===== src/rtl/pipe_hazard_ctrl_if.sv =====
// ---------------------------------------------------------------------------
// pipe_hazard_ctrl_if
// Bundle between the 5-stage MIPS datapath and the combined hazard/forwarding
// controller.
//
// Pipeline side drives (modport master -> outputs):
//   id_valid, id_rs, id_rt, id_uses_rs, id_uses_rt, id_wr_en, id_wr_reg,
//   id_is_load, id_is_long, id_is_branch, id_branch_taken, id_is_jump
// Controller side drives (modport slave -> outputs):
//   pc_ld, if_id_write, if_id_flush, id_ex_bubble, ex_hold,
//   fwd_a_sel, fwd_b_sel
//   br_fwd_a_sel, br_fwd_b_sel  (only when ID_BRANCH_FWD_EN is defined)
//
// Optional feature macro: ID_BRANCH_FWD_EN
// ---------------------------------------------------------------------------
interface pipe_hazard_ctrl_if #(
  parameter int REG_AW    = 5,
  parameter int FWD_DEPTH = 2
);
  localparam int SW = $clog2(FWD_DEPTH + 1);

  logic              id_valid;
  logic [REG_AW-1:0] id_rs;
  logic [REG_AW-1:0] id_rt;
  logic              id_uses_rs;
  logic              id_uses_rt;
  logic              id_wr_en;
  logic [REG_AW-1:0] id_wr_reg;
  logic              id_is_load;
  logic              id_is_long;
  logic              id_is_branch;
  logic              id_branch_taken;
  logic              id_is_jump;

  logic              pc_ld;
  logic              if_id_write;
  logic              if_id_flush;
  logic              id_ex_bubble;
  logic              ex_hold;
  logic [SW-1:0]     fwd_a_sel;
  logic [SW-1:0]     fwd_b_sel;
`ifdef ID_BRANCH_FWD_EN
  logic [SW-1:0]     br_fwd_a_sel;
  logic [SW-1:0]     br_fwd_b_sel;
`endif

  // Datapath / pipeline side
  modport master (
    output id_valid, id_rs, id_rt, id_uses_rs, id_uses_rt, id_wr_en,
           id_wr_reg, id_is_load, id_is_long, id_is_branch,
           id_branch_taken, id_is_jump,
`ifdef ID_BRANCH_FWD_EN
    input  br_fwd_a_sel, br_fwd_b_sel,
`endif
    input  pc_ld, if_id_write, if_id_flush, id_ex_bubble, ex_hold,
           fwd_a_sel, fwd_b_sel
  );

  // Controller side
  modport slave (
    input  id_valid, id_rs, id_rt, id_uses_rs, id_uses_rt, id_wr_en,
           id_wr_reg, id_is_load, id_is_long, id_is_branch,
           id_branch_taken, id_is_jump,
`ifdef ID_BRANCH_FWD_EN
    output br_fwd_a_sel, br_fwd_b_sel,
`endif
    output pc_ld, if_id_write, if_id_flush, id_ex_bubble, ex_hold,
           fwd_a_sel, fwd_b_sel
  );
endinterface


===== src/rtl/pipe_hazard_ctrl.sv =====
// ---------------------------------------------------------------------------
// pipe_hazard_ctrl
// Combined hazard and forwarding controller for the 5-stage MIPS pipeline.
// A scoreboard of in-flight destinations (EX .. writeback) drives load-use
// and ID-branch stalls, branch/jump flushes, long-op freezes and the EX
// operand forwarding selects.
//
// Ports:
//   clk  - clock
//   rst  - synchronous active-high reset
//   bus  - pipe_hazard_ctrl_if.slave: ID-stage decode info in, pipeline
//          control (pc_ld, if_id_write, if_id_flush, id_ex_bubble, ex_hold)
//          and forwarding selects out
//
// Parameters: REG_AW (register address width), FWD_DEPTH (forwarding stages
// after EX, E[FWD_DEPTH] is writeback), LONG_LAT (EX occupancy of a long op).
//
// Optional feature macro: ID_BRANCH_FWD_EN -- adds forwarding into the ID
// branch comparator (br_fwd_a_sel / br_fwd_b_sel) and narrows the branch
// stall accordingly.
// ---------------------------------------------------------------------------
module pipe_hazard_ctrl #(
  parameter int REG_AW    = 5,
  parameter int FWD_DEPTH = 2,
  parameter int LONG_LAT  = 4
) (
  input logic               clk,
  input logic               rst,
  pipe_hazard_ctrl_if.slave bus
);
  localparam int SW = $clog2(FWD_DEPTH + 1);
  localparam int CW = $clog2(LONG_LAT);

  // Scoreboard: index 0 is EX, index FWD_DEPTH is writeback
  logic              entValid  [0:FWD_DEPTH];
  logic              entWrEn   [0:FWD_DEPTH];
  logic [REG_AW-1:0] entWrReg  [0:FWD_DEPTH];
  logic              entIsLoad [0:FWD_DEPTH];
  logic [REG_AW-1:0] exRs;
  logic [REG_AW-1:0] exRt;
  logic [CW-1:0]     longCnt;

  logic              isProd [0:FWD_DEPTH];
  logic              idHit  [0:FWD_DEPTH];
  logic [REG_AW-1:0] idRsEff;
  logic [REG_AW-1:0] idRtEff;
  logic              held;
  logic              loadStall;
  logic              brHazard;
  logic              brStall;
  logic              stall;
  logic              redirect;
  logic              issue;
  logic [SW-1:0]     exFwdA;
  logic [SW-1:0]     exFwdB;

  // An unused source is treated as r0, which can never match a producer,
  // so the comparisons below need no separate "uses" qualifier.
  assign idRsEff = bus.id_uses_rs ? bus.id_rs : '0;
  assign idRtEff = bus.id_uses_rt ? bus.id_rt : '0;
  assign held    = (longCnt != '0);

  // Classify each scoreboard slot as a real producer and flag whether the
  // instruction sitting in ID reads its destination.
  always_comb begin
    for (int k = 0; k <= FWD_DEPTH; k++) begin
      isProd[k] = entValid[k] && entWrEn[k] && (entWrReg[k] != '0);
      idHit[k]  = isProd[k] && ((idRsEff == entWrReg[k]) || (idRtEff == entWrReg[k]));
    end
  end

  // Branch operand hazard. Without ID forwarding the branch must wait until
  // every producer reaches writeback (register file writes before it reads).
  // With ID forwarding only EX results and loads one stage later are unready.
  always_comb begin
    brHazard = 1'b0;
`ifdef ID_BRANCH_FWD_EN
    brHazard = idHit[0] || (idHit[1] && entIsLoad[1]);
`else
    for (int k = 0; k < FWD_DEPTH; k++) begin
      brHazard = brHazard || idHit[k];
    end
`endif
  end

  // Stall/redirect decisions; a long-op hold overrides both, and a stall
  // suppresses redirect so the branch re-evaluates with fresh operands.
  assign loadStall = bus.id_valid && idHit[0] && entIsLoad[0];
  assign brStall   = bus.id_valid && bus.id_is_branch && brHazard;
  assign stall     = !held && (loadStall || brStall);
  assign redirect  = !held && !stall && bus.id_valid &&
                     (bus.id_is_jump || (bus.id_is_branch && bus.id_branch_taken));
  assign issue     = bus.id_valid && !stall;

  // EX operand forwarding: walk from the oldest stage toward EX so the
  // nearest matching producer is the one left in the select.
  always_comb begin
    exFwdA = '0;
    exFwdB = '0;
    for (int k = FWD_DEPTH; k >= 1; k--) begin
      if (isProd[k] && (entWrReg[k] == exRs)) exFwdA = SW'(k);
      if (isProd[k] && (entWrReg[k] == exRt)) exFwdB = SW'(k);
    end
  end

`ifdef ID_BRANCH_FWD_EN
  logic [SW-1:0] brFwdA;
  logic [SW-1:0] brFwdB;

  // ID comparator forwarding from the post-EX stages short of writeback;
  // load results are excluded because brHazard already stalls on them.
  always_comb begin
    brFwdA = '0;
    brFwdB = '0;
    for (int k = FWD_DEPTH - 1; k >= 1; k--) begin
      if (isProd[k] && !entIsLoad[k] && (entWrReg[k] == idRsEff)) brFwdA = SW'(k);
      if (isProd[k] && !entIsLoad[k] && (entWrReg[k] == idRtEff)) brFwdB = SW'(k);
    end
  end

  assign bus.br_fwd_a_sel = rst ? '0 : brFwdA;
  assign bus.br_fwd_b_sel = rst ? '0 : brFwdB;
`endif

  // Pipeline control outputs, in priority order: reset, long-op hold,
  // stall, redirect, normal advance.
  always_comb begin
    bus.pc_ld        = 1'b1;
    bus.if_id_write  = 1'b1;
    bus.if_id_flush  = 1'b0;
    bus.id_ex_bubble = 1'b0;
    bus.ex_hold      = 1'b0;
    bus.fwd_a_sel    = '0;
    bus.fwd_b_sel    = '0;
    if (!rst) begin
      bus.fwd_a_sel = exFwdA;
      bus.fwd_b_sel = exFwdB;
      if (held) begin
        bus.ex_hold     = 1'b1;
        bus.pc_ld       = 1'b0;
        bus.if_id_write = 1'b0;
      end else if (stall) begin
        bus.pc_ld        = 1'b0;
        bus.if_id_write  = 1'b0;
        bus.id_ex_bubble = 1'b1;
      end else if (redirect) begin
        bus.if_id_flush = 1'b1;
      end
    end
  end

  // Scoreboard shift and long-op counter. During a hold everything is
  // frozen except the countdown; the EX instruction leaves on the cycle the
  // counter is back at zero. A bubble enters EX with its sources cleared.
  always_ff @(posedge clk) begin
    if (rst) begin
      for (int k = 0; k <= FWD_DEPTH; k++) begin
        entValid[k]  <= 1'b0;
        entWrEn[k]   <= 1'b0;
        entWrReg[k]  <= '0;
        entIsLoad[k] <= 1'b0;
      end
      exRs    <= '0;
      exRt    <= '0;
      longCnt <= '0;
    end else if (held) begin
      longCnt <= longCnt - CW'(1);
    end else begin
      for (int k = FWD_DEPTH; k >= 1; k--) begin
        entValid[k]  <= entValid[k-1];
        entWrEn[k]   <= entWrEn[k-1];
        entWrReg[k]  <= entWrReg[k-1];
        entIsLoad[k] <= entIsLoad[k-1];
      end
      entValid[0]  <= issue;
      entWrEn[0]   <= issue && bus.id_wr_en;
      entWrReg[0]  <= issue ? bus.id_wr_reg : '0;
      entIsLoad[0] <= issue && bus.id_is_load;
      exRs         <= issue ? idRsEff : '0;
      exRt         <= issue ? idRtEff : '0;
      longCnt      <= (issue && bus.id_is_long) ? CW'(LONG_LAT - 1) : '0;
    end
  end

  // A load one stage past EX must never feed the instruction in EX;
  // loadStall exists precisely to keep that from happening.
  noLoadUseInEx: assert property (@(posedge clk) disable iff (rst)
    !(isProd[1] && entIsLoad[1] && ((entWrReg[1] == exRs) || (entWrReg[1] == exRt))));
endmodule


===== src/flat_wrapper.sv =====
// flat-port wrapper written by rule: the top's interface ports become plain ports
module pipe_hazard_ctrl_flat 
#(
  parameter int REG_AW    = 5,
  parameter int FWD_DEPTH = 2,
  parameter int LONG_LAT  = 4
)
  (clk, rst, bus_id_valid, bus_id_rs, bus_id_rt, bus_id_uses_rs, bus_id_uses_rt, bus_id_wr_en, bus_id_wr_reg, bus_id_is_load, bus_id_is_long, bus_id_is_branch, bus_id_branch_taken, bus_id_is_jump, bus_pc_ld, bus_if_id_write, bus_if_id_flush, bus_id_ex_bubble, bus_ex_hold, bus_fwd_a_sel, bus_fwd_b_sel);
  pipe_hazard_ctrl_if #(.REG_AW(REG_AW), .FWD_DEPTH(FWD_DEPTH)) bus_i ();
  input logic clk;
  input logic rst;
  input wire logic [$bits(bus_i.id_valid)-1:0] bus_id_valid;
  input wire logic [$bits(bus_i.id_rs)-1:0] bus_id_rs;
  input wire logic [$bits(bus_i.id_rt)-1:0] bus_id_rt;
  input wire logic [$bits(bus_i.id_uses_rs)-1:0] bus_id_uses_rs;
  input wire logic [$bits(bus_i.id_uses_rt)-1:0] bus_id_uses_rt;
  input wire logic [$bits(bus_i.id_wr_en)-1:0] bus_id_wr_en;
  input wire logic [$bits(bus_i.id_wr_reg)-1:0] bus_id_wr_reg;
  input wire logic [$bits(bus_i.id_is_load)-1:0] bus_id_is_load;
  input wire logic [$bits(bus_i.id_is_long)-1:0] bus_id_is_long;
  input wire logic [$bits(bus_i.id_is_branch)-1:0] bus_id_is_branch;
  input wire logic [$bits(bus_i.id_branch_taken)-1:0] bus_id_branch_taken;
  input wire logic [$bits(bus_i.id_is_jump)-1:0] bus_id_is_jump;
  output wire logic [$bits(bus_i.pc_ld)-1:0] bus_pc_ld;
  output wire logic [$bits(bus_i.if_id_write)-1:0] bus_if_id_write;
  output wire logic [$bits(bus_i.if_id_flush)-1:0] bus_if_id_flush;
  output wire logic [$bits(bus_i.id_ex_bubble)-1:0] bus_id_ex_bubble;
  output wire logic [$bits(bus_i.ex_hold)-1:0] bus_ex_hold;
  output wire logic [$bits(bus_i.fwd_a_sel)-1:0] bus_fwd_a_sel;
  output wire logic [$bits(bus_i.fwd_b_sel)-1:0] bus_fwd_b_sel;
  assign bus_i.id_valid = bus_id_valid;
  assign bus_i.id_rs = bus_id_rs;
  assign bus_i.id_rt = bus_id_rt;
  assign bus_i.id_uses_rs = bus_id_uses_rs;
  assign bus_i.id_uses_rt = bus_id_uses_rt;
  assign bus_i.id_wr_en = bus_id_wr_en;
  assign bus_i.id_wr_reg = bus_id_wr_reg;
  assign bus_i.id_is_load = bus_id_is_load;
  assign bus_i.id_is_long = bus_id_is_long;
  assign bus_i.id_is_branch = bus_id_is_branch;
  assign bus_i.id_branch_taken = bus_id_branch_taken;
  assign bus_i.id_is_jump = bus_id_is_jump;
  assign bus_pc_ld = bus_i.pc_ld;
  assign bus_if_id_write = bus_i.if_id_write;
  assign bus_if_id_flush = bus_i.if_id_flush;
  assign bus_id_ex_bubble = bus_i.id_ex_bubble;
  assign bus_ex_hold = bus_i.ex_hold;
  assign bus_fwd_a_sel = bus_i.fwd_a_sel;
  assign bus_fwd_b_sel = bus_i.fwd_b_sel;
  pipe_hazard_ctrl #(.REG_AW(REG_AW), .FWD_DEPTH(FWD_DEPTH), .LONG_LAT(LONG_LAT)) u_core (.clk(clk), .rst(rst), .bus(bus_i));
endmodule

===== config.mk =====
export PLATFORM = sky130hd
export DESIGN_NAME = pipe_hazard_ctrl_flat
export DESIGN_NICKNAME = d
export VERILOG_FILES = /design/src/rtl/pipe_hazard_ctrl_if.sv /design/src/rtl/pipe_hazard_ctrl.sv /design/src/flat_wrapper.sv
export SDC_FILE = /design/constraint.sdc
export NUM_CORES = 1
export LEC_CHECK = 0
export ABC_CLOCK_PERIOD_IN_PS = 6700
export BUFFER_PORTS_ARGS = -buffer_cell sky130_fd_sc_hd__buf_4
export CAP_MARGIN = 20
export CORE_UTILIZATION = 54
export CTS_CLUSTER_DIAMETER = 80
export CTS_CLUSTER_SIZE = 16
export DETAILED_ROUTE_END_ITERATION = 6
export GPL_TIMING_DRIVEN = 0
export PLACE_DENSITY_LB_ADDON = 0.25
export SYNTH_ARGS = -nofsm -noshare
export SYNTH_HDL_FRONTEND = slang
export SYNTH_SLANG_ARGS = --single-unit

===== constraint.sdc =====
create_clock -name clk -period 6.7 [get_ports clk]
set_clock_uncertainty 0.2 [all_clocks]
set_input_delay 0.67 -clock clk [delete_from_list [all_inputs] [get_ports clk]]
set_output_delay 0.67 -clock clk [all_outputs]
set_load 0.02 [all_outputs]

==> impl_results.md, run 1 <==
- F_max: 272 MHz
- Max VDD drop: 0.000175 V
- Syn_nets: 235
- CTS buffer count: 5
- Starting Density: 57.1%
- Post-synth top flop: edfxtp_1
- Clk pwr share: 28.2%
- Vias in the first global route: 1717
- Crit-path slowest cell: edfxtp_1
- Initial antenna violation count: 0
- Leak: 0.00102 uW
- Worst-Skew Late Latency: 0.30 ns
- Hold wc startpoint: u_core.exRt[1]
- Die height: 64.4 microns
- Critical path arrival: 2.81 ns
- Residual DRC: 0
- Synthesis Warnings: 0
- Mapped Area: 2110 sq um
- Hold path depth: 1
- R2r setup slk: 3.93 ns
- RSZ-0062 raised after global routing: false
- Hold Vio Cnt, Final: 0
- Internal power: 371 uW
- Longest Clk Path Bufs: 2
- Die X: 64.4 microns
- 1st-pass router iterations: 4
- Via/cell ratio: 6.00
- Comb pwr share: 22.3%
- Worst-path clk slew: 0.07 ns
- # clock sinks: 34
- Cell mode on critical path: buf_4
- PortBufs: 31
- DR vias: 1775
- Worst relative slew slack: 42.5%
- GR Overflow Total: 0
- Status: finished, final reports clean
- DP HPWL: 3600 microns
- Die Area: 4150 sq um
- Setup TNS: 0 ns
- Final Cycle Share: 54.9%
- Power Density: 214 nW/um^2
- First-pass GRT wire length: 8090 microns
- Iteration-0 DRC Markers: 150
- Startpoint Class: register
- Total Wirelength: 4950 microns
- CTS tree: done
- Seq pwr share: 49.4%
- Root buf cell: clkbuf_8
- WP data required: 5.83 ns
- Dpl cell area: 2400 sq um
- Std cell rows: 22
- Final Core Density: 67.3%
- Final Instance Area: 2480 sq um
- HP Class: register to register
- Pins Over Slew Limit: 0
- Seq/Total Area, Yosys: 42.8%
- Nets@finish: 273
- Switching part of the total: 30.2%
- Min Tclk post-route: 3.68 ns
- Reg2reg path depth: 8
- Slew @ Worst Pin: 0.862 ns
- H-tree depth: 2
- Post-synthesis instance total: 209
- CP max stage delay: 0.39 ns
- WL/cell: 16.7 microns
- Async set-or-reset flop fraction in the synthesized netlist: 0%
- Layout Cells excl Fill: 296
- Kind of critical path: register to output port
- Max FO, Critical Path: 10
- Hold worst-path end: u_core.exRt[1]
- Layout cell share with drive strength beyond 1: 24.6%
- RR Endpoint: u_core.entWrReg[0][2]
- Detail Route Antenna Nets: 0
- Postcts setup bufs: 0
- Largest net degree at the start of global routing: 23
- Cells along the critical path: buf_6 -> or3_4 -> o311a_4 -> and2_4 -> a32o_2 -> or2_2 -> a31oi_1 -> buf_4 -> buf_4
- Final setup viols: 0
- Mean Syn Cell Area: 10.1 sq um
- Worst r2r src: u_core.entWrReg[0][8]
- Distinct cells, synth: 46
- Synthesis-stage register bit count: 34
- Layout area overhead: 17.9%
- Post-CTS sizing: 0
- Switching power: 160 uW
- Cell total after placement: 288
- Gr usage total: 26.6%
- Max Cap Viol: 0
- Core ar.: 3690 sq um
- ANT cells: 0
- GP Congestion: 0.864
- Post-synth EDFFs: 22
- Crit. End Element: output port
- I/O pin cnt: 35
- # hold bufs at CTS: 0
-- cell usage after synthesis (all sizes together) (2+ instances only) --
master | n | area [sq um]
and2 | 22 | 149
edfxtp | 22 | 661
nand2 | 16 | 60.1
xor2 | 16 | 140
dfxtp | 12 | 240
xnor2 | 12 | 105
a32o | 11 | 114
nor3 | 10 | 61.3
nor2 | 9 | 33.8
buf | 7 | 55.1
clkbuf | 7 | 26.3
nand4 | 7 | 43.8
nand3 | 5 | 25.0
nor2b | 5 | 31.3
o21ai | 5 | 25.0
inv | 4 | 15.0
a31oi | 3 | 18.8
nor4 | 3 | 18.8
nor4bb | 3 | 30.0
o22ai | 3 | 18.8
a21oi | 2 | 10.0
a22oi | 2 | 15.0
o21a | 2 | 15.0
o2bb2ai | 2 | 17.5
o311ai | 2 | 17.5
o31ai | 2 | 15.0
or4 | 2 | 15.0
-- layer usage --
layer | vias up | global-route usage, % | routed length [microns]
met3 | 13 | 5.28 | 265
met2 | 65 | 43.2 | 2430
li1 | 860 | - | -
met1 | 837 | 31.3 | 2070
met4 | 0 | 18.9 | 186
met5 | - | 0 | 0
-- how the worst max path moves through the flow --
stage	start	slack (ns)	to
floorplan	bus_id_uses_rt	3.18	bus_pc_ld
global placement	bus_id_uses_rt	3.19	bus_pc_ld
detailed placement	bus_id_uses_rt	3.13	bus_pc_ld
CTS	u_core.entWrReg[0][8]	3.03	bus_pc_ld
global route	bus_id_uses_rt	2.82	bus_pc_ld
finish	u_core.entWrReg[0][8]	3.02	bus_pc_ld
-- sequential cells by signal (all words and copies together) (netlist names) --
signal	count
u_core.entWrReg	15
u_core.exRs	5
u_core.exRt	5
u_core.entValid	3
u_core.entWrEn	3
u_core.longCnt	2
u_core.entIsLoad	1
-- per-stage QoR --
step / hold WS, ns / worst slack [ns] / power, uW
after global routing: 0.361 / 2.82 / 555
after global placement: 0.305 / 3.19 / 381
after floorplan: 0.286 / 3.18 / 343
final: 0.334 / 3.02 / 531
after detailed placement: 0.321 / 3.13 / 385
after CTS: 0.337 / 3.03 / 533
-- power groups by stage --
stage,combinational (uW),sequential (uW),clock [uW]
after floorplan,82.4,261,0
after global placement,115,266,0
after detailed placement,118,267,0
after CTS,118,262,152
after global routing,131,265,160
final,119,263,150
-- layout make-up --
| cell class | count | area, sq um |
|---|---|---|
| Buffer | 14 | 81.3 |
| Clock buffer | 5 | 68.8 |
| Clock inverter | 3 | 16.3 |
| Fill cell | 294 | 1200 |
| Inverter | 4 | 15.0 |
| Multi-Input combinational cell | 157 | 1110 |
| Sequential cell | 34 | 901 |
| Tap cell | 48 | 60.1 |
| Timing Repair Buffer | 31 | 233 |
-- logic make-up (layout without fill, tap and decap cells) --
logic type             count (synthesis)  count (layout)  share of synthesized area (%)
AO/OA/AOI/OAI                         41              41                           16.2
AND/OR/NAND/NOR                       88              88                           24.8
flip-flops                            34              34                           42.8
buffers and inverters                 18              57                           4.58
XOR/XNOR                              28              28                           11.6
-- cells in the final DEF (no fill, tap or decap), types with 8 or more instances in the layout --
cell type,Yosys,layout
edfxtp_1,22,22
nand2_1,16,16
xnor2_1,12,12
xor2_1,16,16
nor2_1,9,9
a32o_1,8,8
dfxtp_1,12,12
nor3_1,9,9
and2_1,14,14
buf_4,3,34
-- critical path: cells and delay by family, from the launching register on --
family	cells	cell delay, ns
buf+inv	3	0.42
compound gates	3	0.84
flops	1	0.39
simple gates	3	0.84
Note: power is estimated with default switching activity, not from simulation.
==> run 2, diff against run 1 <==
ABC_AREA = 1   (was unset)
ABC_CLOCK_PERIOD_IN_PS = 3100   (was 6700)
CORE_UTILIZATION = 50   (was 54)
clock period = 3.1 ns   (was 6.7 ns; I/O delays follow)
==> run 2 against run 1 <==
Against the previous run:
- design area down 1.8%
- critical path depth is 2 higher
- first-iteration DRC count is 41% lower
- critical endpoint is now bus_if_id_flush
- highest routed layer unchanged
==> impl_results.md, run 2 <==
- Layout area overhead: 19.7%
- Longest Clk Path Bufs: 2
- Setup TNS: 0 ns
- Die Area: 4330 sq um
- Std cell rows: 22
- Postcts setup bufs: 0
- Largest net degree at the start of global routing: 23
- Switching part of the total: 30.2%
- Async set-or-reset flop fraction in the synthesized netlist: 0%
- Nets@finish: 329
- First-pass GRT wire length: 7380 microns
- Min Tclk post-route: 2.59 ns
- Post-CTS sizing: 0
- Worst-path clk slew: 0.07 ns
- Hold path depth: 2
- PortBufs: 33
- Total Wirelength: 4660 microns
- Synthesis-stage register bit count: 34
- Startpoint Class: register
- Commonest cells in the netlist: 59 x nand2_1, 39 x nor2_1, 37 x inv_1, 23 x nand3_1, 22 x edfxtp_1
- Root buf cell: clkbuf_8
- Pins Over Slew Limit: 0
- Final Cycle Share: 83.6%
- Distinct cells, synth: 30
- Syn_nets: 289
- Detail Route Antenna Nets: 0
- Via/cell ratio: 5.22
- Top-count cell post-synth: nand2_1
- CTS tree: done
- Seq pwr share: 48.5%
- Max Cap Viol: 0
- Kind of critical path: register to output port
- # hold bufs at CTS: 0
- Post-synth top flop: edfxtp_1
- Die height: 65.8 microns
- H-tree depth: 2
- Post-synth EDFFs: 22
- F_max: 386 MHz
- Power Density: 482 nW/um^2
- Critical path arrival: 2.08 ns
- RR Endpoint: u_core.entWrReg[0][0]
- Seq/Total Area, Yosys: 44.2%
- Iteration-0 DRC Markers: 88
- Hold worst-path end: u_core.longCnt[0]
- Pwr Total: 1180 uW
- Leading cell type in the layout, fill and taps excluded: nand2_1
- Most frequent cells in the layout: 59 x nand2_1, 39 x nor2_1, 37 x inv_1
- Crit. End Element: output port
- Final setup viols: 0
- Core ar.: 3770 sq um
- Slew @ Worst Pin: 0.901 ns
- WL/cell: 13.2 microns
- Crit-path slowest cell: edfxtp_1
- Synth area leader: edfxtp_1
- Reg2reg path depth: 4
- 1st-pass router iterations: 4
- Max reg flops: 15
- GP Congestion: 0.924
- Synthesis Warnings: 0
- Starting Density: 54.0%
- Layout cell share with drive strength beyond 1: 20.7%
- Hold wc startpoint: rst
- Final Core Density: 64.7%
- FILL cells: 338
- DP HPWL: 3510 microns
- WP data required: 2.59 ns
- DR vias: 1838
- I/O pin cnt: 35
- Max VDD drop: 0.000257 V
- Cells along the critical path: nor3_1 -> nand3_1 -> nand3_1 -> inv_1 -> nand2_1 -> nand2_2 -> nand2_4 -> nand3_4 -> buf_8 -> nor2_1 -> buf_4
- CP max stage delay: 0.47 ns
- Initial antenna violation count: 0
- Synth area leaders: edfxtp_1 32%, dfxtp_1 12%, nand2_1 11%
- Residual DRC: 0
- RSZ-0062 raised after global routing: false
- Mean Syn Cell Area: 7.75 sq um
- Cell mode on critical path: nand3_1
- Comb pwr share: 22.5%
- Vias in the first global route: 1675
- ANT cells: 0
- Synth top area share: 32.4%
- # clock sinks: 34
- GR Overflow Total: 0
- Setup crit start: u_core.entWrReg[0][2]
- Switching power: 355 uW
- Internal power: 821 uW
- Post-synthesis instance total: 263
- Worst relative slew slack: 39.9%
- Clk pwr share: 29.0%
- Mapped Area: 2040 sq um
- Leak: 0.00119 uW
- Largest register by flop count: u_core.entWrReg
- Die X: 65.8 microns
- Status: finished, final reports clean
- Gr usage total: 23.5%
- Biggest regs: u_core.entWrReg: 15 flops, u_core.exRs: 5 flops, u_core.exRt: 5 flops
- Worst-Skew Late Latency: 0.29 ns
- HP Class: input pin to register
- Worst r2r src: u_core.longCnt[1]
- Hold Vio Cnt, Final: 0
- CTS buffer count: 5
- R2r setup slk: 1.06 ns
- Max FO, Critical Path: 10
-- run 2: changes by cell type in the layout (fill, tap and decap cells not counted), sizes merged, moves of 11 or more --
cell   delta
a32o     -11
nor2     +31
inv      +34
nand3    +19
and2     -22
nand2    +49
-- run 2: critical path, delay by kind of cell, from the launching register on --
kind | cells | cell delay (ns)
flip-flops | 1 | 0.47
AND/OR/NAND/NOR | 8 | 0.95
buffers and inverters | 3 | 0.36
-- run 2: how the worst max path moves through the flow --
stage                     slack [ns]              end
after floorplan                 0.98        bus_pc_ld
after global placement          0.83  bus_if_id_flush
after detailed placement        0.81  bus_if_id_flush
after CTS                       0.51  bus_if_id_flush
after global routing            0.37  bus_if_id_flush
final                           0.51  bus_if_id_flush
-- run 2: cell type report --
type	instances	area, sq um	share of cell area (%)
Tap cell	48	60.1	2.46
Buffer	8	72.6	2.98
Inverter	37	139	5.70
Clock inverter	2	11.3	0.462
Multi-Input combinational cell	184	925	37.9
Clock buffer	6	82.6	3.39
Timing Repair Buffer	33	248	10.2
Sequential cell	34	901	36.9
-- run 2: power groups by stage --
stage | combinational, uW | clock, uW | sequential, uW
after floorplan | 183 | 0 | 568
after global placement | 253 | 0 | 578
after detailed placement | 261 | 0 | 580
after CTS | 263 | 341 | 570
after global routing | 291 | 356 | 577
final | 264 | 342 | 570
-- run 2: kinds of logic (layout without fill, tap and decap cells) --
logic type	count (synthesis)	count (layout)	share of synthesized area [%]
buffers and inverters	45	86	10.4
XOR/XNOR	15	15	6.45
AND/OR/NAND/NOR	142	142	31.3
AO/OA/AOI/OAI	27	27	7.62
flip-flops	34	34	44.2
-- run 2: routing by layer --
| layer | global-route usage [%] | part of all wire [%] | wire length (microns) | up-vias |
|---|---|---|---|---|
| met4 | 11.7 | 2.4 | 111 | 0 |
| met2 | 39.2 | 50 | 2320 | 59 |
| met3 | 5.00 | 6.2 | 287 | 12 |
| met1 | 28.4 | 42 | 1940 | 840 |
| met5 | 0 | 0 | 0 | - |
| li1 | - | - | - | 927 |
-- run 2: through the flow --
step | instance area [sq um] | setup WS (ns) | hold WS, ns | instances
floorplan | 2040 | 0.985 | 0.233 | 263
global placement | 2340 | 0.831 | 0.246 | 344
detailed placement | 2340 | 0.807 | 0.275 | 344
CTS | 2440 | 0.511 | 0.00890 | 352
global route | 2440 | 0.368 | 0.0270 | 352
finish | 2440 | 0.509 | 0.0117 | 352
==> run 3, diff against run 2 <==
ABC_CLOCK_PERIOD_IN_PS = 2250   (was 3100)
clock period = 2.25 ns   (was 3.1 ns; I/O delays follow)
==> run 3 against run 2 <==
Against the previous run:
- clock-buffer cell count unchanged
- via count is 4.5% higher
- design area increased by 7.4%
- clock power up 35%
- setup slack worse by 0.52 ns
- critical path type unchanged
- critical path depth is 1 higher
- sequential share of layout area fell by 2.5 points
- flip-flop and latch count did not move
- the flow now finishes with violations (setup timing)
- global-route usage is 0.96 points higher
- cell count increased by 3.7%
- total power increased by 43%
==> impl_results.md, run 3 (synthesis gave the netlist of run 2 again) <==
- Std cell rows: 22
- Crit. End Element: output port
- Leak: 0.00127 uW
- First-pass GRT wire length: 7680 microns
- WL/cell: 13.9 microns
- Gr usage total: 24.4%
- WP data required: 1.82 ns
- Biggest regs: u_core.entWrReg: 15 flops, u_core.exRs: 5 flops, u_core.exRt: 5 flops
- F_max: 441 MHz
- Register area: 901 sq um
- Pins Over Slew Limit: 0
- Final hold slack: 0.0370 ns
- H-tree depth: 2
- FILL cells: 312
- Largest net degree at the start of global routing: 23
- Starting Density: 54.0%
- # clock sinks: 34
- Die X: 65.8 microns
- Residual DRC: 0
- Largest register by flop count: u_core.entWrReg
- GR Overflow Total: 0
- Total Wirelength: 5080 microns
- PortBufs: 33
- Leading cell type in the layout, fill and taps excluded: nand2_1
- Max reg flops: 15
- Startpoint Class: register
- I/O pin cnt: 35
- Max FO, Critical Path: 5
- Multi-input gate area: 995 sq um
- Nets@finish: 342
- Hold path depth: 3
- ANT cells: 0
- Iteration-0 DRC Markers: 108
- Layout area overhead: 28.6%
- Reg2reg path depth: 4
- Worst relative slew slack: 41.0%
- Critical path arrival: 1.84 ns
- HP Class: input pin to register
- Root buf cell: clkbuf_8
- Detail Route Antenna Nets: 0
- Cell total after placement: 344
- Longest Clk Path Bufs: 2
- Pwr Total: 1680 uW
- Power Density: 643 nW/um^2
- Layout Cells excl Fill: 365
- RSZ-0062 raised after global routing: true
- Hold Vio Cnt, Final: 0
- Failing checks: setup timing
- Status: finished with violations
- Max VDD drop: 0.000330 V
- Final setup viols: 2
- Dpl cell area: 2340 sq um
- Core ar.: 3770 sq um
- Vias in the first global route: 1783
- Die Area: 4330 sq um
- Worst setup margin: -0.0154 ns
- 1st-pass router iterations: 4
- Die height: 65.8 microns
- GP Congestion: 0.924
- Slew @ Worst Pin: 0.884 ns
- Worst-Skew Late Latency: 0.28 ns
- DR vias: 1920
- Most frequent cells in the layout: 57 x nand2_1, 44 x buf_4, 36 x nor2_1
- Max Cap Viol: 0
- Via/cell ratio: 5.26
- Post-place setup slack: 0.0731 ns
- Min Tclk post-route: 2.27 ns
- Layout cell share with drive strength beyond 1: 29.0%
- CTS buffer count: 5
- Final Cycle Share: 101%
- DP HPWL: 3510 microns
- Final Instance Area: 2620 sq um
- Initial antenna violation count: 0
- Worst-path clk slew: 0.07 ns
- Kind of critical path: register to output port
- CTS tree: done
[run 3: changes by cell type in the layout (fill, tap and decap cells not counted), moves of 2 or more]
cell	change
buf_4	+9
buf_6	+4
inv_1	-4
inv_2	+4
nand3_1	-4
nand3_2	+4
nor2_1	-3
nand2_1	-2
nand2_2	+2
nor2_2	+2
nor4_1	-2
nor4_2	+2
[run 3: layer usage]
metal	up-vias	wire length [microns]	GRT usage [%]
met4	0	125	11.7
li1	947	-	-
met5	-	0	0
met3	13	253	5.34
met1	899	2110	27.3
met2	61	2590	43.5
[run 3: final timing paths]
path	endpoint	slack, ns	start
min reg2reg	u_core.longCnt[1]	0.28	u_core.longCnt[1]
max reg2reg	u_core.entWrReg[0][9]	0.18	u_core.longCnt[1]
min	u_core.entWrReg[0][2]	0.04	bus_id_wr_reg[2]
max	bus_if_id_flush	-0.02	u_core.entWrReg[0][7]
[run 3: power by group]
part / switching [uW] / internal (uW)
clock network: 217 / 246
registers: 53.0 / 733
logic: 244 / 191
[run 3: stage by stage]
stage | TNS (ns) | util (%)
2_1_floorplan | 0 | -
3_3_place_gp | 0 | 62.2
3_5_place_dp | 0 | 62.2
4_1_cts | -0.0282 | 68.2
5_1_grt | -0.362 | 69.4
6_report | -0.0306 | 69.4
[run 3: final cells by class]
type                    count  area share, %
plain buffers               7           2.44
clock buffers               6           3.15
clock inverters             2          0.430
inverters                  37           5.30
multi-input cells         184           38.0
flip-flops and latches     34           34.4
well taps                  48           2.29
repair buffers             47           14.0
[run 3: worst max-delay path, cell delays in order, from the launching register on]
cell      delay (ns)
edfxtp_1        0.49
inv_2           0.16
nand3_2         0.09
nand2_1         0.07
nor2_1          0.04
nand3_1         0.06
nand2_1         0.07
nand2_1         0.07
nand2_2         0.10
nand2_4         0.10
nand3_4         0.10
nor2_4          0.10
buf_6           0.12
[run 3: timing repair]
action                                  CTS  global route
pin swaps                                 4             7
endpoints found under the hold margin     2             0
endpoints found under the setup margin    6             8
buffers inserted                         11             2
hold buffers                              1             0
gates resized for setup                  13            11
